**src/rtl/demux_sched.sv**
```systemverilog
// Scheduler for the 1-to-8 demux: steers a valid/ready sample stream to one of eight channels.
// Optional macro DEMUX_SCHED_DROP_CNT_EN adds a saturating drop_cnt output for masked mode-1 targets.
module demux_sched #(
    parameter int DW       = 8,
    parameter int RR_START = 0
) (
    input  logic          clk,
    input  logic          rst_n,
    input  logic          en,
    input  logic          mode,
    input  logic [7:0]    ch_mask,
    input  logic          s_valid,
    output logic          s_ready,
    input  logic [DW-1:0] s_data,
    input  logic [2:0]    s_addr,
    output logic [7:0]    m_valid,
    input  logic [7:0]    m_ready,
    output logic [DW-1:0] m_data,
    output logic [2:0]    sel,
    output logic          busy
`ifdef DEMUX_SCHED_DROP_CNT_EN
    ,
    output logic [7:0]    drop_cnt
`endif
);

    typedef enum logic {IDLE, HOLD} state_t;

    // Pointer resets one behind RR_START so the first round-robin search lands on it.
    localparam logic [2:0] PTR_RST = 3'((RR_START + 7) % 8);

    state_t        state_q;
    logic [DW-1:0] data_q;
    logic [2:0]    sel_q;
    logic [2:0]    ptr_q;
    logic [2:0]    ptr_d;
    logic [7:0]    m_valid_q;

    logic [2:0] tgt;
    logic       tgt_en;
    logic       target_ok;
    logic       deliver;
    logic       accept;
    logic       load;
    logic       found;
    logic [2:0] idx;

    always_comb begin
        ptr_d = ptr_q;
        found = 1'b0;
        idx   = '0;
        for (int i = 1; i <= 8; i++) begin
            idx = ptr_q + 3'(i);
            if (!found && ch_mask[idx]) begin
                ptr_d = idx;
                found = 1'b1;
            end
        end
    end

    assign target_ok = mode | (|ch_mask);
    assign deliver   = (state_q == HOLD) && m_ready[sel_q];
    assign s_ready   = en && ((state_q == IDLE) || deliver) && target_ok;
    assign accept    = s_valid && s_ready;
    assign tgt       = mode ? s_addr : ptr_d;
    assign tgt_en    = ch_mask[tgt];
    // A masked mode-1 target is consumed but never loaded.
    assign load      = accept && tgt_en;

    always_ff @(posedge clk or negedge rst_n) begin
        if (!rst_n) begin
            state_q   <= IDLE;
            data_q    <= '0;
            sel_q     <= '0;
            ptr_q     <= PTR_RST;
            m_valid_q <= '0;
        end else begin
            if (load) begin
                state_q   <= HOLD;
                data_q    <= s_data;
                sel_q     <= tgt;
                m_valid_q <= 8'(1) << tgt;
            end else if (deliver) begin
                state_q   <= IDLE;
                m_valid_q <= '0;
            end
            if (accept && !mode) begin
                ptr_q <= ptr_d;
            end
        end
    end

    assign m_valid = m_valid_q;
    assign m_data  = data_q;
    assign sel     = sel_q;
    assign busy    = (state_q == HOLD);

`ifdef DEMUX_SCHED_DROP_CNT_EN
    logic [7:0] drop_q;

    always_ff @(posedge clk or negedge rst_n) begin
        if (!rst_n) begin
            drop_q <= '0;
        end else if (accept && !tgt_en && drop_q != 8'hFF) begin
            drop_q <= drop_q + 8'd1;
        end
    end

    assign drop_cnt = drop_q;
`endif

endmodule

```
**config.mk**
```make
export PLATFORM = sky130hd
export DESIGN_NAME = demux_sched
export DESIGN_NICKNAME = d
export VERILOG_FILES = /design/src/rtl/demux_sched.sv
export SDC_FILE = /design/constraint.sdc
export NUM_CORES = 1
export LEC_CHECK = 0
export CAP_MARGIN = 30
export CELL_PAD_IN_SITES_DETAIL_PLACEMENT = 1
export CELL_PAD_IN_SITES_GLOBAL_PLACEMENT = 1
export CORE_UTILIZATION = 40
export DETAILED_ROUTE_END_ITERATION = 6
export DONT_BUFFER_PORTS = 1
export PLACE_DENSITY_LB_ADDON = 0.2
export SYNTH_ARGS = -nofsm -noshare
export SYNTH_HDL_FRONTEND = slang
export SYNTH_SLANG_ARGS = --single-unit
```
**constraint.sdc**
```tcl
create_clock -name clk -period 5.4 [get_ports clk]
set_clock_uncertainty 0.1 [all_clocks]
set_input_delay 1.08 -clock clk [delete_from_list [all_inputs] [get_ports clk]]
set_output_delay 1.08 -clock clk [all_outputs]
set_load 0.005 [all_outputs]
```
==> results of run 1 <==
-- cell usage in the layout (no fill, tap or decap), types with 4 or more instances in the layout --
cell       n
a211oi_1   4
a21oi_1    5
a32o_1     8
buf_4      5
dfrtp_1   20
inv_1      7
mux2_2     7
mux2_4    10
mux2i_1   26
mux4_2    12
nand2_1   14
nand2b_1   7
nand3_1    9
nor2_1    15
nor3_1     4
o21ai_0    7
-- area by class of cell --
| cell class | count | area (um^2) |
|---|---|---|
| clock buffers | 3 | 41.3 |
| clock inverters | 1 | 7.51 |
| fillers | 657 | 3160 |
| inverters | 7 | 26.3 |
| multi-input cells | 182 | 1660 |
| flip-flops and latches | 23 | 579 |
| well taps | 72 | 90.1 |
| repair buffers | 5 | 37.5 |
-- layer usage --
| layer | track usage | vias up | part of all wire |
|---|---|---|---|
| met5 | 0 | - | 0 |
| met4 | 0.0527 | 0 | 0.023 |
| met3 | 0.0345 | 12 | 0.056 |
| met2 | 0.323 | 58 | 0.45 |
| met1 | 0.320 | 970 | 0.47 |
| li1 | - | 873 | - |
-- sequential cells by signal (all words and copies together), names as in the netlist --
name and cells:
m_data 8, m_valid 8, ptr_q 3, sel 3, busy 1
-- worst min path at each step --
| stage | end | depth (start not counted) | slack, ns |
|---|---|---|---|
| final | m_valid[7]$_DFFE_PN0P_ | 0 | 0.39 |
| after detailed placement | m_data[3]$_DFFE_PN0P_ | 1 | 0.42 |
| after global placement | m_data[4]$_DFFE_PN0P_ | 1 | 0.43 |
| after CTS | m_data[6]$_DFFE_PN0P_ | 0 | 0.39 |
| after floorplan | busy$_DFFE_PN0P_ | 2 | 0.40 |
| after global routing | m_valid[5]$_DFFE_PN0P_ | 0 | 0.37 |
-- power breakdown --
group / internal, mW / total, mW / switching, mW
Sequential: 0.263 / 0.357 / 0.0936
Clock: 0.0522 / 0.113 / 0.0604
Combinational: 0.611 / 1.34 / 0.726
Total: 0.927 / 1.81 / 0.880
-- through the flow --
stage	cell area [um^2]	worst slack, ns
floorplan	2380	0.605
global placement	2400	0.773
detailed placement	2400	0.644
CTS	2450	0.616
global route	2450	0.354
finish	2450	0.608
-- kinds of logic (layout without fill, tap and decap cells) --
kind of cell | Yosys count | after routing | share of synthesized area
AOI/OAI and AO/OA | 56 | 56 | 0.210
adders and majority gates | 2 | 2 | 0.0105
and+or+nand+nor | 64 | 64 | 0.138
muxes | 55 | 55 | 0.319
DFF | 23 | 23 | 0.244
buffers and inverters | 27 | 16 | 0.0563
xor gates and xnor gates | 5 | 5 | 0.0216
==> summary.md, run 1 <==
| Metric | Value |
|---|---|
| Layout area overhead | 2.89% |
| Overall global routing resource usage | 0.215 |
| Hold slack | 0.395 ns |
| Detailed-route vias per instance | 6.53 |
| Routed WL | 6.32 mm |
| Synth unique cells | 57 |
| Dpl hpwl | 4.83 mm |
| Final core utilization | 0.436 |
| Register area share after synthesis | 0.244 |
| WP data required | 5.46 ns |
| CP Capture Type | register |
| Initial Utilization | 0.424 |
| Async set-reset flop share out of synthesis | 1.00 |
| CTS tree | yes |
| Yosys reg bits | 23 |
| Chip width | 79.1 um |
| Clock root cell | clkbuf_8 |
| Post-route setup TNS | 0 ns |
| Clock sinks | 23 |
| Main area contributors after synthesis | dfrtp_1 (21%), mux4_2 (11%), mux2i_1 (11%) |
| Reg clk slew, reported paths | 0.09 ns |
| CTS Buf Count | 3 |
| Setup violations, final | 0 |
| Unrepaired setup endpoints after global routing | no |
| Area of the core | 0.00561 mm^2 |
| Crit path launch type | register |
| Worst setup endpoint | m_data[7]$_DFFE_PN0P_ |
| Max Freq | 209 MHz |
| DR iter-0 viols | 135 |
| Ys Warns | 0 |
| Cell taking the most area after synthesis | dfrtp_1 |
| Crit Reg-Reg Startpoint | ptr_q[0]$_DFFE_PN1P_ |
| Final std cells w/o fill | 293 |
| Row Count | 27 |
| CP arrival | 4.85 ns |
| DRC violations left | 0 |
| Levels on crit path | 13 |
| Gr ovfl total | 0 |
| HP Class | in2async |
| Period utilisation layout | 0.887 |
| R2R Setup Slk | 0.61 ns |
| Total power | 1.81 mW |
| Syn Nets | 266 |
| Dominant synthesized flop cell | dfrtp_1 |
| Htree depth | 1 |
| Routed via count | 1913 |
| Pwr Density | 739 mW/mm^2 |
| Mapped Cells | 232 |
| Ant. Diodes | 0 |
| Max_slew headroom | 0.533 |
| EDFF count, synth | 0 |
| Slowest cell on crit path | a22oi_4 |
| Detailed Routing Iterations Pass 1 | 4 |
| Fin crit period | 4.79 ns |
| Post-synth top area share | 0.211 |
| Post-Syn Area | 0.00238 mm^2 |
| Longest Clk Path Bufs | 2 |
| Buffer count from post-CTS setup fixing | 0 |
| IO Pins | 53 |
| Hold Buf Count CTS | 0 |
| Synth Area per Inst | 10.2 um^2 |
| Max-Cap Viols | 0 |
| Outcome | finished clean |
| Crit Reg-Reg Endpoint | m_data[7]$_DFFE_PN0P_ |
| Placed cell count | 289 |
| Largest net degree at the start of global routing | 32 |
| Max stage delay on crit path | 0.62 ns |
| Critical path fanouts, max | 19 |
| Max VDD drop | 0.257 mV |
| Initial antenna violation count | 0 |
| Buf/Inv on CP | 2 |
| Clk_lat worst skew | 0.27 ns |
| Port Buffers | 0 |
| Nets | 256 |
| Share of layout cells above drive strength 1 | 0.249 |
| Critical path's top delay family | compound AO/OA/AOI/OAI gates |
| DR WL/cell | 21.6 um |
| Die H | 79.1 um |
| First-pass GRT wire length | 10.6 mm |
| Crit path cell chain | inv_1, ha_1, buf_4, mux2i_1, o221ai_1, and3b_1, o2111ai_2, or2_4, or4_4, a31oi_4, mux2i_1, a22oi_4, mux2_4 |
| CP Class | reg2reg |
| ANT nets after route | 0 |
| Fin. Hold Viols | 0 |
| Leakage | 1.01 nW |
| R2R depth | 13 |
| Max-slew violations | 0 |
| Post-cts resize count | 0 |
| Most frequent cell after synthesis | mux2i_1 |
| Slew @ Worst Pin | 0.700 ns |
| Vias in the first global route | 2054 |
| Die ar. | 0.00626 mm^2 |
| Most frequent cells after synthesis | mux2i_1 (26), dfrtp_1 (20), nor2_1 (15) |
| Crit path top cell by count | mux2i_1 |
| Worst Setup SP | ptr_q[0]$_DFFE_PN1P_ |
| Final GP Congestion | 0.937 |
(Power assumes the default switching activity.)
==> run 2, diff against run 1 <==
RECOVER_POWER = 100   (was default)
==> summary.md, run 2 (synthesized netlist as in run 1, its figures left out) <==
| Metric | Value |
|---|---|
| Vias in the first global route | 2054 (unchanged) |
| Clock root cell | clkbuf_8 (unchanged) |
| Crit path launch type | register (unchanged) |
| Crit Reg-Reg Endpoint | m_data[0]$_DFFE_PN0P_ (was m_data[7]$_DFFE_PN0P_) |
| DR WL/cell | 21.8 um (was 21.6 um) |
| Outcome | finished clean (unchanged) |
| Die ar. | 0.00626 mm^2 (unchanged) |
| Ant. Diodes | 0 (unchanged) |
| CP Capture Type | register (unchanged) |
| Routed via count | 1927 (was 1913) |
| Fin crit period | 4.84 ns (was 4.79 ns) |
| Reg clk slew, reported paths | 0.09 ns (about the same) |
| Max Freq | 207 MHz (was 209 MHz) |
| HP Class | in2async (unchanged) |
| Clock sinks | 23 (unchanged) |
| IO Pins | 53 (unchanged) |
| DP Worst Slack | 0.644 ns (unchanged) |
| Post-route setup TNS | 0 ns (unchanged) |
| Dpl hpwl | 4.83 mm (unchanged) |
| Die H | 79.1 um (unchanged) |
| DRC violations left | 0 (unchanged) |
| Final GP Congestion | 0.937 (unchanged) |
| Gr ovfl total | 0 (unchanged) |
| Initial antenna violation count | 0 (unchanged) |
| Slew @ Worst Pin | 0.624 ns (was 0.700 ns) |
| Worst Setup Slack, final | 0.565 ns (was 0.608 ns) |
| Nets | 256 (unchanged) |
| Routed WL | 6.38 mm (was 6.32 mm) |
| Chip width | 79.1 um (unchanged) |
| Most common cell after layout, fill and taps aside | mux2i_1 (unchanged) |
| Fin. Hold Viols | 0 (unchanged) |
| Longest Clk Path Bufs | 2 (unchanged) |
| Setup violations, final | 0 (unchanged) |
| Area of the core | 0.00561 mm^2 (unchanged) |
| Leakage | 0.965 nW (was 1.01 nW) |
| Max VDD drop | 0.257 mV (about the same) |
| Detailed Routing Iterations Pass 1 | 4 (unchanged) |
| Port Buffers | 0 (unchanged) |
| Hold Buf Count CTS | 0 (unchanged) |
| DR iter-0 viols | 159 (was 135) |
| WP data required | 5.45 ns (was 5.46 ns) |
| Htree depth | 1 (unchanged) |
| CP arrival | 4.89 ns (was 4.85 ns) |
| ANT nets after route | 0 (unchanged) |
| Buffer count from post-CTS setup fixing | 0 (unchanged) |
| Critical path fanouts, max | 19 (unchanged) |
| Overall global routing resource usage | 0.215 (unchanged) |
| R2R Setup Slk | 0.56 ns (was 0.61 ns) |
| Period utilisation layout | 0.895 (was 0.887) |
| Max_slew headroom | 0.581 (was 0.533) |
| Max-slew violations | 0 (unchanged) |
| Row Count | 27 (unchanged) |
| First-pass GRT wire length | 10.6 mm (unchanged) |
| CP Class | reg2reg (unchanged) |
| Crit Reg-Reg Startpoint | ptr_q[0]$_DFFE_PN1P_ (unchanged) |
| Most frequent cells in the layout | mux2i_1 (26), dfrtp_1 (20), nor2_1 (15), nand2_1 (14), mux4_2 (12) (unchanged) |
| Post-cts resize count | 0 (unchanged) |
| Largest net degree at the start of global routing | 32 (unchanged) |
| Initial Utilization | 0.424 (unchanged) |
| CTS tree | yes (unchanged) |
| Clk_lat worst skew | 0.26 ns (was 0.27 ns) |
| CTS Buf Count | 3 (unchanged) |
| Max-Cap Viols | 0 (unchanged) |
| Layout area overhead | 0.947% (was 2.89%) |
| Share of layout cells above drive strength 1 | 0.195 (was 0.249) |
| R2R depth | 13 (unchanged) |
| Pwr Density | 732 mW/mm^2 (was 739 mW/mm^2) |
| Detailed-route vias per instance | 6.58 (was 6.53) |
| Unrepaired setup endpoints after global routing | no (unchanged) |
-- run 2: cell type report --
class / count / area [um^2]
Fill cell: 664 / 3210
Multi-Input combinational cell: 182 / 1620
Sequential cell: 23 / 579
Tap cell: 72 / 90.1
Clock buffer: 3 / 41.3
Timing Repair Buffer: 5 / 37.5
Inverter: 7 / 26.3
Clock inverter: 1 / 7.51
-- run 2: how the worst max path moves through the flow --
stage                                    start                      to  cells past startpoint
after floorplan           ptr_q[1]$_DFFE_PN1P_  m_valid[3]$_DFFE_PN0P_                     16
after global placement    ptr_q[0]$_DFFE_PN1P_   m_data[7]$_DFFE_PN0P_                     12
after detailed placement  ptr_q[0]$_DFFE_PN1P_   m_data[0]$_DFFE_PN0P_                     12
after CTS                 ptr_q[0]$_DFFE_PN1P_   m_data[7]$_DFFE_PN0P_                     12
after global routing      ptr_q[0]$_DFFE_PN1P_   m_data[5]$_DFFE_PN0P_                     12
final                     ptr_q[0]$_DFFE_PN1P_   m_data[0]$_DFFE_PN0P_                     13
-- run 2: critical path, stage by stage, from the launching register on --
cell	delay (ns)
dfstp_2	0.54
inv_1	0.13
ha_1	0.41
buf_4	0.24
mux2i_1	0.20
o221ai_1	0.23
and3b_1	0.38
o2111ai_1	0.20
or2_0	0.31
or4_1	0.54
a31oi_4	0.32
mux2i_1	0.18
a22oi_4	0.54
mux2_1	0.39
-- run 2: per-stage QoR --
stage	std cells	util	power (mW)	instance area, um^2	hold slack (ns)
after detailed placement	289	0.427	1.69	2400	0.423
final	293	0.428	1.76	2400	0.396
after global routing	293	0.428	1.90	2400	0.374
after global placement	289	0.427	1.66	2400	0.433
after floorplan	232	-	1.44	2380	0.400
after CTS	293	0.436	1.81	2450	0.388
-- run 2: per-layer routing --
metal,track usage,part of all wire,up-vias
met4,0.0527,0.021,0
met2,0.323,0.45,58
li1,-,-,873
met3,0.0345,0.046,12
met1,0.320,0.48,984
met5,0,0,-
-- run 2: power by group --
group	internal, mW	leakage (nW)	total, mW	switching (mW)
Sequential	0.263	0.284	0.355	0.0921
Combinational	0.572	0.659	1.29	0.719
Clock	0.0522	0.0217	0.112	0.0601
Total	0.887	0.965	1.76	0.871
==> run 3, diff against run 2 <==
REMOVE_ABC_BUFFERS = 1   (was default)
SLEW_MARGIN = 40   (was default)
==> summary.md, run 3 (synthesized netlist as in run 1, its figures left out) <==
| Metric | Value |
|---|---|
| Outcome | finished clean (unchanged) |
| Routed WL | 6.69 mm (was 6.38 mm) |
| Slowest cell on crit path | ha_1 (was dfstp_2) |
| Crit Reg-Reg Endpoint | m_data[7]$_DFFE_PN0P_ (was m_data[0]$_DFFE_PN0P_) |
| Hold slack | 0.403 ns (was 0.396 ns) |
| Row Count | 27 (unchanged) |
| DP Worst Slack | 0.348 ns (was 0.644 ns) |
| Routed via count | 1960 (was 1927) |
| Clk_lat worst skew | 0.26 ns (about the same) |
| CTS Buf Count | 3 (unchanged) |
| CP arrival | 5.11 ns (was 4.89 ns) |
| IO Pins | 53 (unchanged) |
| Buffer count from post-CTS setup fixing | 0 (unchanged) |
| DR iter-0 viols | 185 (was 159) |
| Area of the core | 0.00561 mm^2 (unchanged) |
| Dpl hpwl | 5.13 mm (was 4.83 mm) |
| Switching share of power | 0.504 (was 0.495) |
| Share of layout cells above drive strength 1 | 0.204 (was 0.195) |
| Final GP Congestion | 0.890 (was 0.937) |
| Multi-input gate area | 0.00163 mm^2 (was 0.00162 mm^2) |
| Max Freq | 197 MHz (was 207 MHz) |
| Most frequent cells in the layout | mux2i_1 (26), dfrtp_1 (20), nor2_1 (15), nand2_1 (14), mux4_2 (12) (unchanged) |
| Fin crit period | 5.07 ns (was 4.84 ns) |
| Period utilisation layout | 0.938 (was 0.895) |
| First-pass GRT wire length | 11.2 mm (was 10.6 mm) |
| Vias in the first global route | 2049 (was 2054) |
| Initial Utilization | 0.424 (unchanged) |
| Fill count | 644 (was 664) |
| Fin. Hold Viols | 0 (unchanged) |
| Combinational share of power | 0.738 (was 0.734) |
| R2R Setup Slk | 0.33 ns (was 0.56 ns) |
| Clock power share | 0.060 (was 0.064) |
| ANT nets after route | 0 (unchanged) |
| Die H | 79.1 um (unchanged) |
| Initial antenna violation count | 0 (unchanged) |
| NetSw | 900 uW (was 871 uW) |
| Ant. Diodes | 0 (unchanged) |
| Layout area overhead | 1.37% (was 0.947%) |
| Int Power | 884 uW (was 887 uW) |
| Unrepaired setup endpoints after global routing | no (unchanged) |
| Slew @ Worst Pin | 0.684 ns (was 0.624 ns) |
| Crit path cell chain | inv_1, ha_1, mux2_1, mux2_2, o211ai_2, o2111ai_2, or2_4, or4_4, a31oi_4, mux2i_1, a22oi_4, mux2_1 (was inv_1, ha_1, buf_4, mux2i_1, o221ai_1, and3b_1, o2111ai_1, or2_0, or4_1, a31oi_4, mux2i_1, a22oi_4, mux2_1) |
| HP Class | in2async (unchanged) |
| Leakage | 0.972 nW (was 0.965 nW) |
| Max_slew headroom | 0.531 (was 0.581) |
| Total power | 1.78 mW (was 1.76 mW) |
| Crit Reg-Reg Startpoint | ptr_q[1]$_DFFE_PN1P_ (was ptr_q[0]$_DFFE_PN1P_) |
| Clock root cell | clkbuf_8 (unchanged) |
| Worst Setup Slack, final | 0.333 ns (was 0.565 ns) |
| Gr ovfl total | 0 (unchanged) |
| WP data required | 5.44 ns (was 5.45 ns) |
| Reg clk slew, reported paths | 0.08 ns (was 0.09 ns) |
| Final core utilization | 0.430 (was 0.428) |
| Max stage delay on crit path | 0.72 ns (was 0.54 ns) |
| Crit path launch type | register (unchanged) |
| Crit path top cell by count | mux2_1 (was mux2i_1) |
| FF+latch area | 579 um^2 (unchanged) |
| Max-slew violations | 0 (unchanged) |
| Sequential Power Share | 0.203 (was 0.202) |
| Clock sinks | 23 (unchanged) |
| Die ar. | 0.00626 mm^2 (unchanged) |
| Detailed Routing Iterations Pass 1 | 4 (unchanged) |
| Port Buffers | 0 (unchanged) |
| Most common cell after layout, fill and taps aside | mux2i_1 (unchanged) |
| Max-Cap Viols | 0 (unchanged) |
| Max VDD drop | 0.223 mV (was 0.257 mV) |
| Longest Clk Path Bufs | 2 (unchanged) |
| DRC violations left | 0 (unchanged) |
| CTS tree | yes (unchanged) |
| Htree depth | 1 (unchanged) |
| CP Capture Type | register (unchanged) |
| Critical path fanouts, max | 19 (unchanged) |
| Hold Buf Count CTS | 0 (unchanged) |
| Chip width | 79.1 um (unchanged) |
| Post-cts resize count | 0 (unchanged) |
| Setup violations, final | 0 (unchanged) |
| Largest net degree at the start of global routing | 32 (unchanged) |
| Pwr Density | 740 mW/mm^2 (was 732 mW/mm^2) |
| CP Class | reg2reg (unchanged) |
| Detailed-route vias per instance | 6.69 (was 6.58) |
| Overall global routing resource usage | 0.231 (was 0.215) |
| DR WL/cell | 22.8 um (was 21.8 um) |
| Nets | 256 (unchanged) |
| Post-route setup TNS | 0 ns (unchanged) |
| R2R depth | 12 (was 13) |
[run 3: cell count changes in the layout (fill, tap and decap cells not counted)]
cell        change
mux2_2          -1
o2111ai_2       +1
clkinvlp_4      -1
o2111ai_1       -1
or4_1           -1
mux2_1          +1
and2_0          +1
or4_4           +1
and2_1          -1
or2_0           -1
clkinv_2        +1
or2_4           +1
[run 3: power groups by stage]
stage	Sequential, mW	Combinational [mW]	Clock (mW)
final	0.362	1.32	0.106
after global routing	0.376	1.43	0.121
after CTS	0.366	1.35	0.112
after detailed placement	0.369	1.34	0
after global placement	0.363	1.30	0
after floorplan	0.384	1.01	0
[run 3: final cells by class]
type / count / share of cell area
tap: 72 / 0.0374
timing repair buffer: 5 / 0.0156
multi-input combinational: 182 / 0.677
inverter: 7 / 0.0109
clock buffer: 3 / 0.0171
sequential: 23 / 0.240
clock inverter: 1 / 0.00208
[run 3: per-stage QoR]
| stage | std cells | instance area (um^2) |
|---|---|---|
| floorplan | 212 | 2270 |
| global placement | 289 | 2400 |
| detailed placement | 289 | 2400 |
| CTS | 293 | 2440 |
| global route | 293 | 2410 |
| finish | 293 | 2410 |
[run 3: critical path, delay by kind of cell, from the launching register on]
family,cells,cell delay [ns]
AO/OA/AOI/OAI,4,1.39
adder cells (fa/ha/maj),1,0.72
buffers and inverters,1,0.10
flip-flops,1,0.53
multiplexers,4,1.29
AND/OR/NAND/NOR,2,0.80
[run 3: worst max-delay path by stage]
stage / start / endpoint / slack, ns / depth (start not counted)
after global placement: ptr_q[1]$_DFFE_PN1P_ / m_data[4]$_DFFE_PN0P_ / 0.54 / 12
after CTS: ptr_q[1]$_DFFE_PN1P_ / m_data[7]$_DFFE_PN0P_ / 0.32 / 12
after floorplan: ptr_q[0]$_DFFE_PN1P_ / sel[1]$_DFFE_PN0P_ / 0.40 / 12
after detailed placement: ptr_q[1]$_DFFE_PN1P_ / m_data[7]$_DFFE_PN0P_ / 0.35 / 12
final: ptr_q[1]$_DFFE_PN1P_ / m_data[7]$_DFFE_PN0P_ / 0.33 / 12
after global routing: ptr_q[1]$_DFFE_PN1P_ / m_data[7]$_DFFE_PN0P_ / 0.08 / 12
[run 3: routing by layer]
layer,share of wire,global-route usage
met1,0.46,0.326
met2,0.46,0.358
met3,0.070,0.0471
met4,0.014,0.0618
met5,0,0
